### src/rtl/mux_pkg.sv
// Shared definitions for the round-robin 4-to-1 stream multiplexer.
package mux_pkg;

    localparam int NUM_CH = 4;
    localparam int SEL_W  = 2;

    // Encoding matches o_valid: EMPTY drives 0, FULL drives 1.
    typedef enum logic {
        EMPTY = 1'b0,
        FULL  = 1'b1
    } state_t;

    // Pointer advance after a grant; SEL_W-bit addition wraps 3 back to 0.
    function automatic logic [SEL_W-1:0] next_ptr(input logic [SEL_W-1:0] g);
        return g + SEL_W'(1);
    endfunction

endpackage

### src/rtl/mux_4to1_rr_if.sv
// Stream bundle between four sources, the merging mux and one sink.
interface mux_4to1_rr_if import mux_pkg::*; #(parameter int width = 2);

    // Valid/ready: a word moves on channel n when i_valid[n] & i_ready[n] are
    // both high at a rising edge; likewise at the output when o_valid & o_ready.
    // i_ready never depends on data, and a source may drop i_valid untransferred.
    logic [width-1:0]  i0;
    logic [width-1:0]  i1;
    logic [width-1:0]  i2;
    logic [width-1:0]  i3;
    logic [NUM_CH-1:0] i_valid;
    logic [NUM_CH-1:0] i_ready;
    logic [width-1:0]  o;
    logic [SEL_W-1:0]  o_sel;
    logic              o_valid;
    logic              o_ready;

    modport master (
        output i0, i1, i2, i3, i_valid, o_ready,
        input  i_ready, o, o_sel, o_valid
    );

    modport slave (
        input  i0, i1, i2, i3, i_valid, o_ready,
        output i_ready, o, o_sel, o_valid
    );

endinterface

### src/rtl/mux_4to1_rr_arb.sv
// Combinational round-robin arbiter: the first request at or above ptr (mod 4) wins.
module rr_arbiter_4 import mux_pkg::*; (
    input  logic [NUM_CH-1:0] req,
    input  logic [SEL_W-1:0]  ptr,
    input  logic              en,
    output logic [NUM_CH-1:0] gnt,
    output logic [SEL_W-1:0]  gnt_idx,
    output logic              any
);

    logic [SEL_W-1:0] idx;

    always_comb begin
        gnt     = '0;
        gnt_idx = '0;
        any     = 1'b0;
        idx     = '0;
        if (en) begin
            for (int k = 0; k < NUM_CH; k++) begin
                idx = ptr + SEL_W'(k);
                if (!any && req[idx]) begin
                    any      = 1'b1;
                    gnt_idx  = idx;
                    gnt[idx] = 1'b1;
                end
            end
        end
    end

endmodule

### src/rtl/mux_4to1_rr.sv
// Registered 4-to-1 stream mux with round-robin arbitration; o_sel tags the
// source channel so it can drive a 1-to-4 demux directly.
module mux_4to1_rr import mux_pkg::*; #(parameter int width = 2) (
    input  logic             clk,
    input  logic             rst_n,
    mux_4to1_rr_if.slave     bus,
    output state_t           dbg_state,
    output logic [SEL_W-1:0] dbg_ptr
);

    state_t            state_q;
    state_t            next_state;
    logic [SEL_W-1:0]  ptr_q;
    logic [width-1:0]  o_q;
    logic [SEL_W-1:0]  sel_q;
    logic              ld;
    logic              arb_en;
    logic [NUM_CH-1:0] gnt;
    logic [SEL_W-1:0]  gnt_idx;
    logic              any;
    logic [width-1:0]  sel_data;

    // Load when empty or when the held word leaves this cycle; reset masks requests.
    assign ld     = (state_q == EMPTY) || bus.o_ready;
    assign arb_en = ld && rst_n;

    rr_arbiter_4 u_arb (
        .req     (bus.i_valid),
        .ptr     (ptr_q),
        .en      (arb_en),
        .gnt     (gnt),
        .gnt_idx (gnt_idx),
        .any     (any)
    );

    always_comb begin
        sel_data = bus.i0;
        case (gnt_idx)
            2'd0:    sel_data = bus.i0;
            2'd1:    sel_data = bus.i1;
            2'd2:    sel_data = bus.i2;
            default: sel_data = bus.i3;
        endcase
    end

    always_comb begin
        next_state = state_q;
        if (ld) begin
            next_state = any ? FULL : EMPTY;
        end
    end

    always_ff @(posedge clk or negedge rst_n) begin
        if (!rst_n) begin
            state_q <= EMPTY;
        end else begin
            state_q <= next_state;
        end
    end

    // A grant only happens under ld, so a stalled word and the pointer stay put.
    always_ff @(posedge clk or negedge rst_n) begin
        if (!rst_n) begin
            o_q   <= '0;
            sel_q <= '0;
            ptr_q <= '0;
        end else if (any) begin
            o_q   <= sel_data;
            sel_q <= gnt_idx;
            ptr_q <= next_ptr(gnt_idx);
        end
    end

    assign bus.i_ready = gnt;
    assign bus.o       = o_q;
    assign bus.o_sel   = sel_q;
    assign bus.o_valid = (state_q == FULL);
    assign dbg_state   = state_q;
    assign dbg_ptr     = ptr_q;

endmodule

### src/flat_wrapper.sv
// flat-port wrapper written by rule: the top's interface ports become plain ports
module mux_4to1_rr_flat import mux_pkg::*;
#(parameter int width = 2)
  (clk, rst_n, dbg_state, dbg_ptr, bus_i0, bus_i1, bus_i2, bus_i3, bus_i_valid, bus_o_ready, bus_i_ready, bus_o, bus_o_sel, bus_o_valid);
  mux_4to1_rr_if #(.width(width)) bus_i ();
  input  logic clk;
  input  logic rst_n;
  output state_t dbg_state;
  output logic [SEL_W-1:0] dbg_ptr;
  input wire logic [$bits(bus_i.i0)-1:0] bus_i0;
  input wire logic [$bits(bus_i.i1)-1:0] bus_i1;
  input wire logic [$bits(bus_i.i2)-1:0] bus_i2;
  input wire logic [$bits(bus_i.i3)-1:0] bus_i3;
  input wire logic [$bits(bus_i.i_valid)-1:0] bus_i_valid;
  input wire logic [$bits(bus_i.o_ready)-1:0] bus_o_ready;
  output wire logic [$bits(bus_i.i_ready)-1:0] bus_i_ready;
  output wire logic [$bits(bus_i.o)-1:0] bus_o;
  output wire logic [$bits(bus_i.o_sel)-1:0] bus_o_sel;
  output wire logic [$bits(bus_i.o_valid)-1:0] bus_o_valid;
  assign bus_i.i0 = bus_i0;
  assign bus_i.i1 = bus_i1;
  assign bus_i.i2 = bus_i2;
  assign bus_i.i3 = bus_i3;
  assign bus_i.i_valid = bus_i_valid;
  assign bus_i.o_ready = bus_o_ready;
  assign bus_i_ready = bus_i.i_ready;
  assign bus_o = bus_i.o;
  assign bus_o_sel = bus_i.o_sel;
  assign bus_o_valid = bus_i.o_valid;
  mux_4to1_rr #(.width(width)) u_core (.clk(clk), .rst_n(rst_n), .bus(bus_i), .dbg_state(dbg_state), .dbg_ptr(dbg_ptr));
endmodule
### config.mk
export PLATFORM = sky130hd
export DESIGN_NAME = mux_4to1_rr_flat
export DESIGN_NICKNAME = d
export VERILOG_FILES = /design/src/rtl/mux_pkg.sv /design/src/rtl/mux_4to1_rr_if.sv /design/src/rtl/mux_4to1_rr_arb.sv /design/src/rtl/mux_4to1_rr.sv /design/src/flat_wrapper.sv
export SDC_FILE = /design/constraint.sdc
export NUM_CORES = 1
export LEC_CHECK = 0
export CORE_ASPECT_RATIO = 0.75
export CORE_UTILIZATION = 45
export CTS_CLUSTER_SIZE = 14
export DETAILED_ROUTE_END_ITERATION = 7
export GPL_TIMING_DRIVEN = 0
export PLACE_DENSITY = 0.88
export SLEW_MARGIN = 10
export SYNTH_ARGS = -nofsm -noshare
export SYNTH_HDL_FRONTEND = slang
export SYNTH_SLANG_ARGS = --single-unit
### constraint.sdc
create_clock -name clk -period 3.85 [get_ports clk]
set_input_delay 0.9625 -clock clk [delete_from_list [all_inputs] [get_ports clk]]
set_output_delay 0.9625 -clock clk [all_outputs]
set_load 0.02 [all_outputs]
==> results.md, run 1 <==
GRT:
- The global-route met2 utilization is 0.431.
- The global routing stage identified its most utilized layer as met2.
- The first-pass GRT wire length is 3.48 mm.
- The number of global-route vias before repair is ~800.
- For this run, global-route usage on met3 was measured as 0.0593.
- For met1 alone, demand over resource in global routing was 0.260.
- For this run, the total global-route usage over all layers was measured as 0.228.
- The total grt overflow is 0.
- The pin count of the biggest net entering global routing is 11.
- The initial antenna violation count came to 0.

Cells and area:
- The layout has about 150 filler cells.
- The net count reported at finish is approximately 150.
- The signed area change from the synthesized netlist to the final layout is 33.1%.
- Once layout is complete, the utilization of the core stands at 0.661.
- Of the cells placed in the final design, the portion with a size suffix greater than 1 is 0.236.
- The number of antenna diodes in the final layout is 0.

Clock tree:
- CTS saw 7 sinks.
- The number of clock buffers inserted by TritonCTS is 3.
- Clock-pin slew was measured on the worst setup and hold paths at around 0.050 ns.
- CTS placed an instance of sky130_fd_sc_hd__clkbuf_4 at the clock tree root.
- The worst-skew pair later-pin latency is about 0.25 ns.
- The H-tree depth is 1.
- The maximum buffer depth of the clock tree is 2.
- The TritonCTS clock tree is done.
- The hold buffer count at CTS is 0.

Yosys:
- Dividing the synthesized area by the synthesized cell count gives between 9 and 10 um2.
- The Yosys step of the flow raised 0 warnings.
- Summing every instance area after synthesis gives 897 um2.
- Summed over all instances, the cell type with the most area after synthesis is sky130_fd_sc_hd__dfrtp_1.
- After synthesis, the share of flip-flops with an asynchronous set or reset is 1.00.
- The number of distinct library cells after synthesis is 36.
- The total nets after synthesis is 120.
- The number of enable flip-flop cells after synthesis is 0.
- The top cell type's share of synthesized area is 0.195.
- The synthesis-stage register bit count is 7.
- In the synthesized netlist the dominant register cell turns out to be sky130_fd_sc_hd__dfrtp_1.
- Of the synthesized area, sequential elements account for 0.195.
- The instance count of the mapped netlist is 93.
- Sorting the synthesized cells by area gives the leading types as sky130_fd_sc_hd__dfrtp_1, sky130_fd_sc_hd__ha_1, sky130_fd_sc_hd__mux4_2.

Timing:
- Across all setup checks in the final design, the least slack found is about 0.13 ns.
- The smallest clock period supported by the final layout is computed as 3.72 ns.
- The headroom to the max-slew limit is 0.725.
- The tightest hold path in the finished design has a slack of 0.479 ns.
- Dividing the final minimum period by the clock period gives 0.966.
- Setup violations remaining at the end of the flow were counted as 0.
- The number of hold-slack violations in the final timing report came to 0.
- The slew of the pin with the lowest slew margin is 0.412 ns.
- Setup repair after global routing left no endpoint under its margin.
- The number of slew-limit violations in the final report was 0.
- After routing, the total negative slack on setup checks comes to 0 ns.
- For the final database, setup skew stands at 0.000295 ns.
- Static timing analysis puts the maximum clock frequency at 269 MHz.

Route:
- Dividing the detail-routed wire length by the instance count gives roughly 16 um.
- The aggregate routed wire length is about 2.3 mm.
- Dividing the detail-routed via count by the number of cells gives 6.14.
- For this block, the initial DRC count from the detailed router was 23.
- In the routed design, unresolved DRC markers number 0.
- Before antenna repair, the detailed router went through 4 iterations.
- The count of vias placed by the detailed router is a little under 900.
- The detail route stage leaves a number of antenna-violating nets equal to 0.

Critical path:
- Along the worst path, the maximum fanout reaches 10.
- The type of destination of the critical path is an output port.
- STA puts the critical path data required time at 2.89 ns.
- STA classifies the critical path startpoint as a flop.
- For the worst setup path, the data arrival time is 2.75 ns.
- The classification of the worst setup path is reg2out.

Placed design:
- The worst slack after detailed placement is -0.518 ns.
- The last weighted congestion value of the routability-driven placer is a little over 0.8.
- The HPWL reported at the end of detailed placement is approximately 1.7 mm.
- Buffers placed on the I/O ports in this run total 24.

Power and ir drop:
- IR analysis of the VDD net gives a maximum drop of 0.306 mV.
- The fraction of power spent switching nets is 0.482.
- The clock share of power is 0.082.
- The analysis attributes to cell leakage a power of approximately 0.53 nW.
- The proportion of power drawn by flip-flops and latches is 0.177.
- In this run the power density over the cells is a little under 700 nW/um2.
- The share of total power dissipated in combinational logic is 0.740.
- The switching power is between 300 and 400 uW.
- The cell-internal power is roughly 430 uW.
- The design draws between 800 and 900 uW.

Die:
- In this run the horizontal extent of the chip is 53.6 um.
- The core area is 1810 um2.
- The total number of placement rows is 13.
- The floorplan step set the die height to ~41 um.
- The total I/O pin count is 27.
- The die covers 2180 um2.
- The initial utilization of the core area, before any placement, comes to 0.497.

Hold path:
- The path type of the worst min-delay path is reg2reg.

Job:
- Max-cap violations in this run came to 0.

Status:
- The flow ran to the end, and the final reports show no timing, DRC or antenna violations.
cell families (layout without fill, tap and decap cells):
family | count (synthesis) | after routing | share of synthesized area
flops | 7 | 7 | 0.195
fa+ha+maj | 12 | 12 | 0.167
simple gates | 31 | 31 | 0.211
mux | 5 | 5 | 0.117
buf+inv | 10 | 40 | 0.0739
compound gates | 28 | 28 | 0.236
cells in the final DEF, fill, tap and decap left out, types with 2 or more instances in the layout:
master and instances:
sky130_fd_sc_hd__clkdlybuf4s50_1 18, sky130_fd_sc_hd__ha_1 11, sky130_fd_sc_hd__nand2_1 9, sky130_fd_sc_hd__nor2b_1 6
sky130_fd_sc_hd__dfrtp_1 6, sky130_fd_sc_hd__buf_2 5, sky130_fd_sc_hd__inv_1 4, sky130_fd_sc_hd__o21ai_0 4
sky130_fd_sc_hd__nor2_1 4, sky130_fd_sc_hd__a221oi_1 4, sky130_fd_sc_hd__o31ai_1 4, sky130_fd_sc_hd__buf_4 4
sky130_fd_sc_hd__buf_6 3, sky130_fd_sc_hd__mux4_2 3, sky130_fd_sc_hd__a21oi_1 3, sky130_fd_sc_hd__clkbuf_4 3
sky130_fd_sc_hd__nand2b_1 2, sky130_fd_sc_hd__or4_1 2, sky130_fd_sc_hd__nand3_1 2, sky130_fd_sc_hd__a222oi_1 2
sky130_fd_sc_hd__a21o_1 2
area by class of cell:
| type | count | area, um2 | area share |
|---|---|---|---|
| timing repair buffer | 27 | 244 | 0.204 |
| inverter | 4 | 15.0 | 0.0126 |
| buffer | 5 | 46.3 | 0.0388 |
| tap | 22 | 27.5 | 0.0231 |
| sequential | 7 | 176 | 0.148 |
| clock buffer | 4 | 26.3 | 0.0220 |
| multi-input combinational | 76 | 658 | 0.551 |
per-layer routing:
| layer | part of all wire | vias to the layer above |
|---|---|---|
| li1 | - | 417 |
| met1 | 0.43 | 439 |
| met2 | 0.51 | 32 |
| met3 | 0.048 | 2 |
| met4 | 0.0052 | 0 |
| met5 | 0 | - |
timing repair:
item	in CTS	in global routing
pin swaps	1	2
resized for setup	22	2
setup buffers	1	2
setup endpoints to repair	4	4
hold endpoints to repair	0	0
registers in the layout, summed over array words and instances, names as in the netlist:
| name | count |
|---|---|
| u_core.bus.o_sel | 2 |
| u_core.bus.o | 2 |
| u_core.dbg_ptr | 2 |
| u_core.bus.o_valid | 1 |
power groups by stage:
stage          sequential (mW)  clock, mW  combinational, mW
2_1_floorplan            0.174          0              0.371
3_3_place_gp             0.144          0              0.557
6_report                 0.146     0.0677              0.611
3_5_place_dp             0.145          0              0.593
4_1_cts                  0.145     0.0690              0.590
5_1_grt                  0.151     0.0735              0.660
final timing paths:
| path | startpoint | end | slack [ns] | cells past startpoint |
|---|---|---|---|---|
| max | u_core.dbg_ptr[0] | bus_i_ready[1] | 0.13 | 8 |
| min | u_core.bus.o_sel[0] | u_core.bus.o_sel[0] | 0.48 | 1 |
| max reg2reg | u_core.dbg_ptr[0] | u_core.bus.o[0] | 0.46 | 13 |
| min reg2reg | u_core.bus.o_sel[0] | u_core.bus.o_sel[0] | 0.48 | 1 |
| max in group asynchronous | rst_n | u_core.dbg_ptr[0] | 2.53 | 1 |
| min in group asynchronous | rst_n | u_core.bus.o_sel[1] | 1.01 | 1 |
critical path, cell delays in order (launching register included):
cell and delay, ns:
sky130_fd_sc_hd__dfrtp_2 0.50, sky130_fd_sc_hd__buf_6 0.18, sky130_fd_sc_hd__inv_1 0.15, sky130_fd_sc_hd__ha_2 0.44
sky130_fd_sc_hd__mux4_2 0.41, sky130_fd_sc_hd__buf_4 0.19, sky130_fd_sc_hd__a221oi_1 0.33, sky130_fd_sc_hd__o31ai_1 0.13
sky130_fd_sc_hd__buf_2 0.17
through the flow:
stage,cells,instance area [um2]
global route,145,1190
floorplan,93,897
CTS,144,1180
finish,145,1190
global placement,139,1160
detailed placement,139,1160
cell usage after synthesis (2+ instances only):
| library cell | count |
|---|---|
| sky130_fd_sc_hd__a21o_1 | 2 |
| sky130_fd_sc_hd__a21oi_1 | 3 |
| sky130_fd_sc_hd__a221oi_1 | 4 |
| sky130_fd_sc_hd__a222oi_1 | 2 |
| sky130_fd_sc_hd__buf_2 | 2 |
| sky130_fd_sc_hd__buf_6 | 3 |
| sky130_fd_sc_hd__dfrtp_1 | 7 |
| sky130_fd_sc_hd__ha_1 | 12 |
| sky130_fd_sc_hd__inv_1 | 4 |
| sky130_fd_sc_hd__mux4_2 | 3 |
| sky130_fd_sc_hd__nand2_1 | 9 |
| sky130_fd_sc_hd__nand2b_1 | 2 |
| sky130_fd_sc_hd__nand3_1 | 2 |
| sky130_fd_sc_hd__nor2_1 | 4 |
| sky130_fd_sc_hd__nor2b_1 | 6 |
| sky130_fd_sc_hd__o21ai_0 | 4 |
| sky130_fd_sc_hd__o31ai_1 | 4 |
| sky130_fd_sc_hd__or4_1 | 2 |
Power figures use the tool's default switching activity.
==> run 2, diff against run 1 <==
- ABC_AREA: not set -> 1
- CELL_PAD_IN_SITES_DETAIL_PLACEMENT: not set -> 1
- CELL_PAD_IN_SITES_GLOBAL_PLACEMENT: not set -> 1
- CORE_UTILIZATION: 45 -> 34
- PLACE_DENSITY: 0.88 -> 0.91
==> results.md, run 2 <==
Timing:
- The number of hold-slack violations in the final timing report is 0 (unchanged).
- The final period demand of the worst path is 3.73 ns (+0.0129 ns).
- The count of endpoints failing setup in the final report is 0 (unchanged).
- The number of slew-limit violations in the final report is 0 (unchanged).
- The highest clock rate is 268 MHz (-0.35%).
- The post-route fraction of the period consumed by the critical path is 0.969 (+0.00336).
- The headroom to the max-slew limit is 0.719 (-0.00555).
- The final worst setup slack is 0.120 ns (-0.0129 ns).
- The slew of the pin with the lowest slew margin was 0.421 ns (+0.00961 ns).
- The largest clock skew in the final design is 0.00175 ns (+0.00145 ns).
- Setup repair after global routing left no endpoint under its margin.

Cells and area:
- The share of the core filled with cells in the final layout is 0.495 (-0.166).
- The non-filler instance count after layout was 205 (+41%).
- The sequential cell area is 175 um2 (-0.71%).
- In the layout the commonest cells are sky130_fd_sc_hd__nand2_1, sky130_fd_sc_hd__clkdlybuf4s50_1, sky130_fd_sc_hd__inv_1.
- Leaving out fill and tap cells, the most frequent cell in the layout is sky130_fd_sc_hd__nand2_1.
- The area taken by multi-input logic gates is 712 um2 (+8.2%).
- The share of cells above drive strength 1 came to 0.207 (-0.0287).
- The final instance area came to 1340 um2 (+12%).
- The area growth from synthesis to layout is 33.7%.
- The number of antenna cells inserted came to 0 (unchanged).
- The net count reported at finish is 197 (+30%).
- The fill cell instance count of the final layout is 357 (+140%).

Route:
- The number of remaining DRC errors was 0 (unchanged).
- The number of vias per cell is 5.10 (-17%).
- The number of optimization iterations in the first detailed-route pass was 4 (unchanged).
- The aggregate routed wire length was 3.18 mm (+38%).
- The number of DRC violations after detailed-routing iteration 0 is 47 (+100%).
- The count of vias placed by the detailed router came to 1046 (+18%).
- The average wire per standard cell was 15.5 um (-2.2%).
- The remaining number of nets flagged by the antenna check after routing is 0 (unchanged).

Yosys:
- The number of enable flip-flop cells after synthesis was 0 (unchanged).
- The mean instance size in the synthesized netlist is 7.20 um2 (-25%).
- The most common cell in the synthesized netlist is sky130_fd_sc_hd__nand2_1.
- The Yosys warning count came to 0 (unchanged).
- The number of distinct library cells after synthesis is 25 (-31%).
- Sorting the synthesized cells by area gives the leading types as sky130_fd_sc_hd__dfrtp_1, sky130_fd_sc_hd__ha_1, sky130_fd_sc_hd__nand2_1.
- The top flip-flop cell by instance count after synthesis is sky130_fd_sc_hd__dfrtp_1.
- The total nets after synthesis is 166 (+38%).
- The post-synthesis cell type with the largest combined area is sky130_fd_sc_hd__dfrtp_1.
- The post-synthesis instance area came to 1000 um2 (+12%).
- The synthesis-stage register bit count was 7 (unchanged).
- After synthesis, the most frequently instantiated cells are sky130_fd_sc_hd__nand2_1, sky130_fd_sc_hd__inv_1, sky130_fd_sc_hd__nand3_1.
- The top cell type's share of synthesized area is 0.175 (-0.0203).
- The async set or reset register ratio after synthesis was 1.00 (unchanged).
- The instance count of the mapped netlist is 139 (+49%).
- The share of the yosys chip area belonging to registers is 0.175 (-0.0203).

Clock tree:
- The H-tree depth came to 1 (unchanged).
- The number of clock buffers inserted by TritonCTS came to 3 (unchanged).
- The worst-skew pair later-pin latency is 0.23 ns (-0.02 ns).
- The hold buffer count at CTS is 0 (unchanged).
- The maximum buffer depth of the clock tree is 2 (unchanged).
- TritonCTS built the clock tree.
- In this run the clock root is driven by a sky130_fd_sc_hd__clkbuf_8.
- The clock edge transition at the registers on the reported setup and hold paths is 0.04 ns (about the same).
- The number of sinks driven by the clock tree is 7 (unchanged).

Critical path:
- The cell depth of the worst setup path was 12 (+4).
- The count of buffering cells on the critical path with inverters included is 5 (+1).
- The reg-to-reg critical path startpoint is u_core.dbg_ptr[1].
- Among all stages on the critical path, the largest delay is contributed by sky130_fd_sc_hd__clkdlybuf4s50_1.
- The reg-to-reg critical path endpoint is u_core.bus.o[1].
- The worst path arrival time is 2.77 ns (+0.02 ns).
- The launch point of the critical path is bus_i_valid[1].
- The logic depth of the worst register-to-register path was 15 (+2).
- Traced cell by cell, the critical path runs through clkdlybuf4s50_1 > inv_1 > nand2_1 > nand3_2 > nand2_4 > nor2_8 > buf_8 > nand4_1 > nand3_1 > nand2_1 > inv_1 > clkdlybuf4s15_1.
- The setup slack of the worst register-to-register path is 0.98 ns (+0.52 ns).
- The data required time at the worst endpoint is 2.89 ns (about the same).
- The maximum fanout along the worst path is 10 (unchanged).
- The critical path is of the in2out type.
- The critical path's largest stage delay is 0.46 ns (-0.04 ns).
- The type of destination of the critical path is an output port.
- Broken down by cell family, the worst path's largest delay share belongs to buffers and inverters.
- The timing endpoint of the critical path is bus_i_ready[0].
- The startpoint kind of the worst setup timing path is an input port.

Power and ir drop:
- The cell area power density is 873 nW/um2 (+26%).
- The highest ir drop seen on vdd is 0.256 mV (-17%).
- The leakage dissipation is 0.727 nW (+37%).

GRT:
- The first-pass GRT wire length is 5.36 mm (+54%).
- The total grt overflow came to 0 (unchanged).
- The global-route usage over all layers is 0.223 (-0.00466).
- The initial antenna violation count is 0 (unchanged).
- The number of global-route vias before repair came to 1120 (+40%).
- The pin count of the biggest net entering global routing is 12 (+1).

Placed design:
- The count of input and output buffers is 26 (+8.3%).
- The HPWL reported at the end of detailed placement came to 2.48 mm (+42%).
- The placed standard-cell area came to 1310 um2 (+12%).
- The last weighted congestion value of the routability-driven placer is 0.730 (-10%).
- The worst slack after detailed placement is -0.183 ns (+0.335 ns).
- The cell total after placement is 201 (+45%).

Job:
- The number of max-capacitance violations reported is 0 (unchanged).

Die:
- The total I/O pin count was 27 (unchanged).
- The core area is 2700 um2 (+50%).
- The width of the chip is 64.7 um (+21%).
- The total number of placement rows is 16 (+3).
- The vertical die dimension is 49.0 um (+20%).
- The area of the die is 3170 um2 (+45%).
- The initial core utilization is 0.370 (-0.127).

Hold path:
- The path type of the worst min-delay path is reg2reg.

Status:
- The run finished with clean final reports.
## run 2: cell types whose count changed in the layout (fill, tap and decap cells not counted), sizes merged, moves of 4 or more
cell,before,now
a221oi,4,0
a21boi,0,4
nand4,0,4
buf,12,3
nand3,2,19
nor2b,7,0
inv,4,20
nand2,9,51
clkdlybuf4s50,18,22
o31ai,4,0
mux4,4,0
## run 2: cell families (layout without fill, tap and decap cells)
group,Yosys count,after routing,synth area share
and+or+nand+nor,78,78,0.440
buffers and inverters,23,53,0.116
AOI/OAI and AO/OA,19,19,0.119
adders and majority gates,12,12,0.150
DFF,7,7,0.175
## run 2: worst min-delay path by stage
stage / from / to / slack [ns] / depth (start not counted)
global placement: u_core.bus.o_sel[0] / u_core.bus.o_sel[0] / 0.47 / 2
finish: u_core.bus.o_sel[0] / u_core.bus.o_sel[0] / 0.49 / 2
floorplan: u_core.bus.o_sel[0] / u_core.bus.o_sel[0] / 0.59 / 2
CTS: u_core.bus.o_sel[0] / u_core.bus.o_sel[0] / 0.49 / 2
detailed placement: u_core.bus.o_sel[0] / u_core.bus.o_sel[0] / 0.48 / 2
global route: u_core.bus.o_sel[0] / u_core.bus.o_sel[0] / 0.53 / 2
## run 2: worst register-to-register path, stage by stage (launching register included)
cell	delay (ns)
sky130_fd_sc_hd__dfrtp_1	0.59
sky130_fd_sc_hd__inv_2	0.20
sky130_fd_sc_hd__ha_1	0.44
sky130_fd_sc_hd__inv_1	0.11
sky130_fd_sc_hd__nand2_1	0.09
sky130_fd_sc_hd__nand2_2	0.09
sky130_fd_sc_hd__nor2_8	0.13
sky130_fd_sc_hd__nand3b_4	0.09
sky130_fd_sc_hd__nand2_4	0.12
sky130_fd_sc_hd__inv_2	0.08
sky130_fd_sc_hd__nand2_4	0.10
sky130_fd_sc_hd__inv_2	0.04
sky130_fd_sc_hd__ha_1	0.20
sky130_fd_sc_hd__a22o_1	0.20
sky130_fd_sc_hd__o22ai_1	0.16
sky130_fd_sc_hd__o21ai_1	0.11
## run 2: what timing repair did
| action | 4_1_cts | 5_1_grt |
|---|---|---|
| setup buffers | 0 | 0 |
| resized for setup | 5 | 7 |
| endpoints found under the setup margin | 4 | 4 |
## run 2: power breakdown
part / switching [mW] / total (mW) / leakage [nW] / internal, mW
Clock: 0.0345 / 0.106 / 0.0228 / 0.0719
Combinational: 0.574 / 0.917 / 0.617 / 0.343
Sequential: 0.0392 / 0.146 / 0.0869 / 0.107
Total: 0.648 / 1.17 / 0.727 / 0.521
## run 2: cell type report
| type | instances | share of cell area |
|---|---|---|
| Buffer | 3 | 0.0252 |
| Clock buffer | 4 | 0.0336 |
| Inverter | 20 | 0.0617 |
| Multi-Input combinational cell | 109 | 0.532 |
| Sequential cell | 7 | 0.131 |
| Tap cell | 36 | 0.0336 |
| Timing Repair Buffer | 26 | 0.183 |
## run 2: per-layer routing
layer,GRT usage,routed length [um],up-vias
li1,-,-,511
met1,0.286,1390,503
met2,0.391,1650,27
met3,0.0164,97,5
met4,0.0778,40,0
met5,0,0,-
## run 2: through the flow
step	power [mW]	TNS [ns]	hold slack [ns]
detailed placement	1.06	-0.675	0.478
global placement	0.998	-0.270	0.468
CTS	1.17	0	0.492
global route	1.27	0	0.532
floorplan	0.783	0	0.586
finish	1.17	0	0.487
==> run 3, diff against run 2 <==
- CTS_CLUSTER_SIZE: 14 -> not set
==> results of run 3 <==
The final DEF is identical to that of run 2; final timing and power are the same.
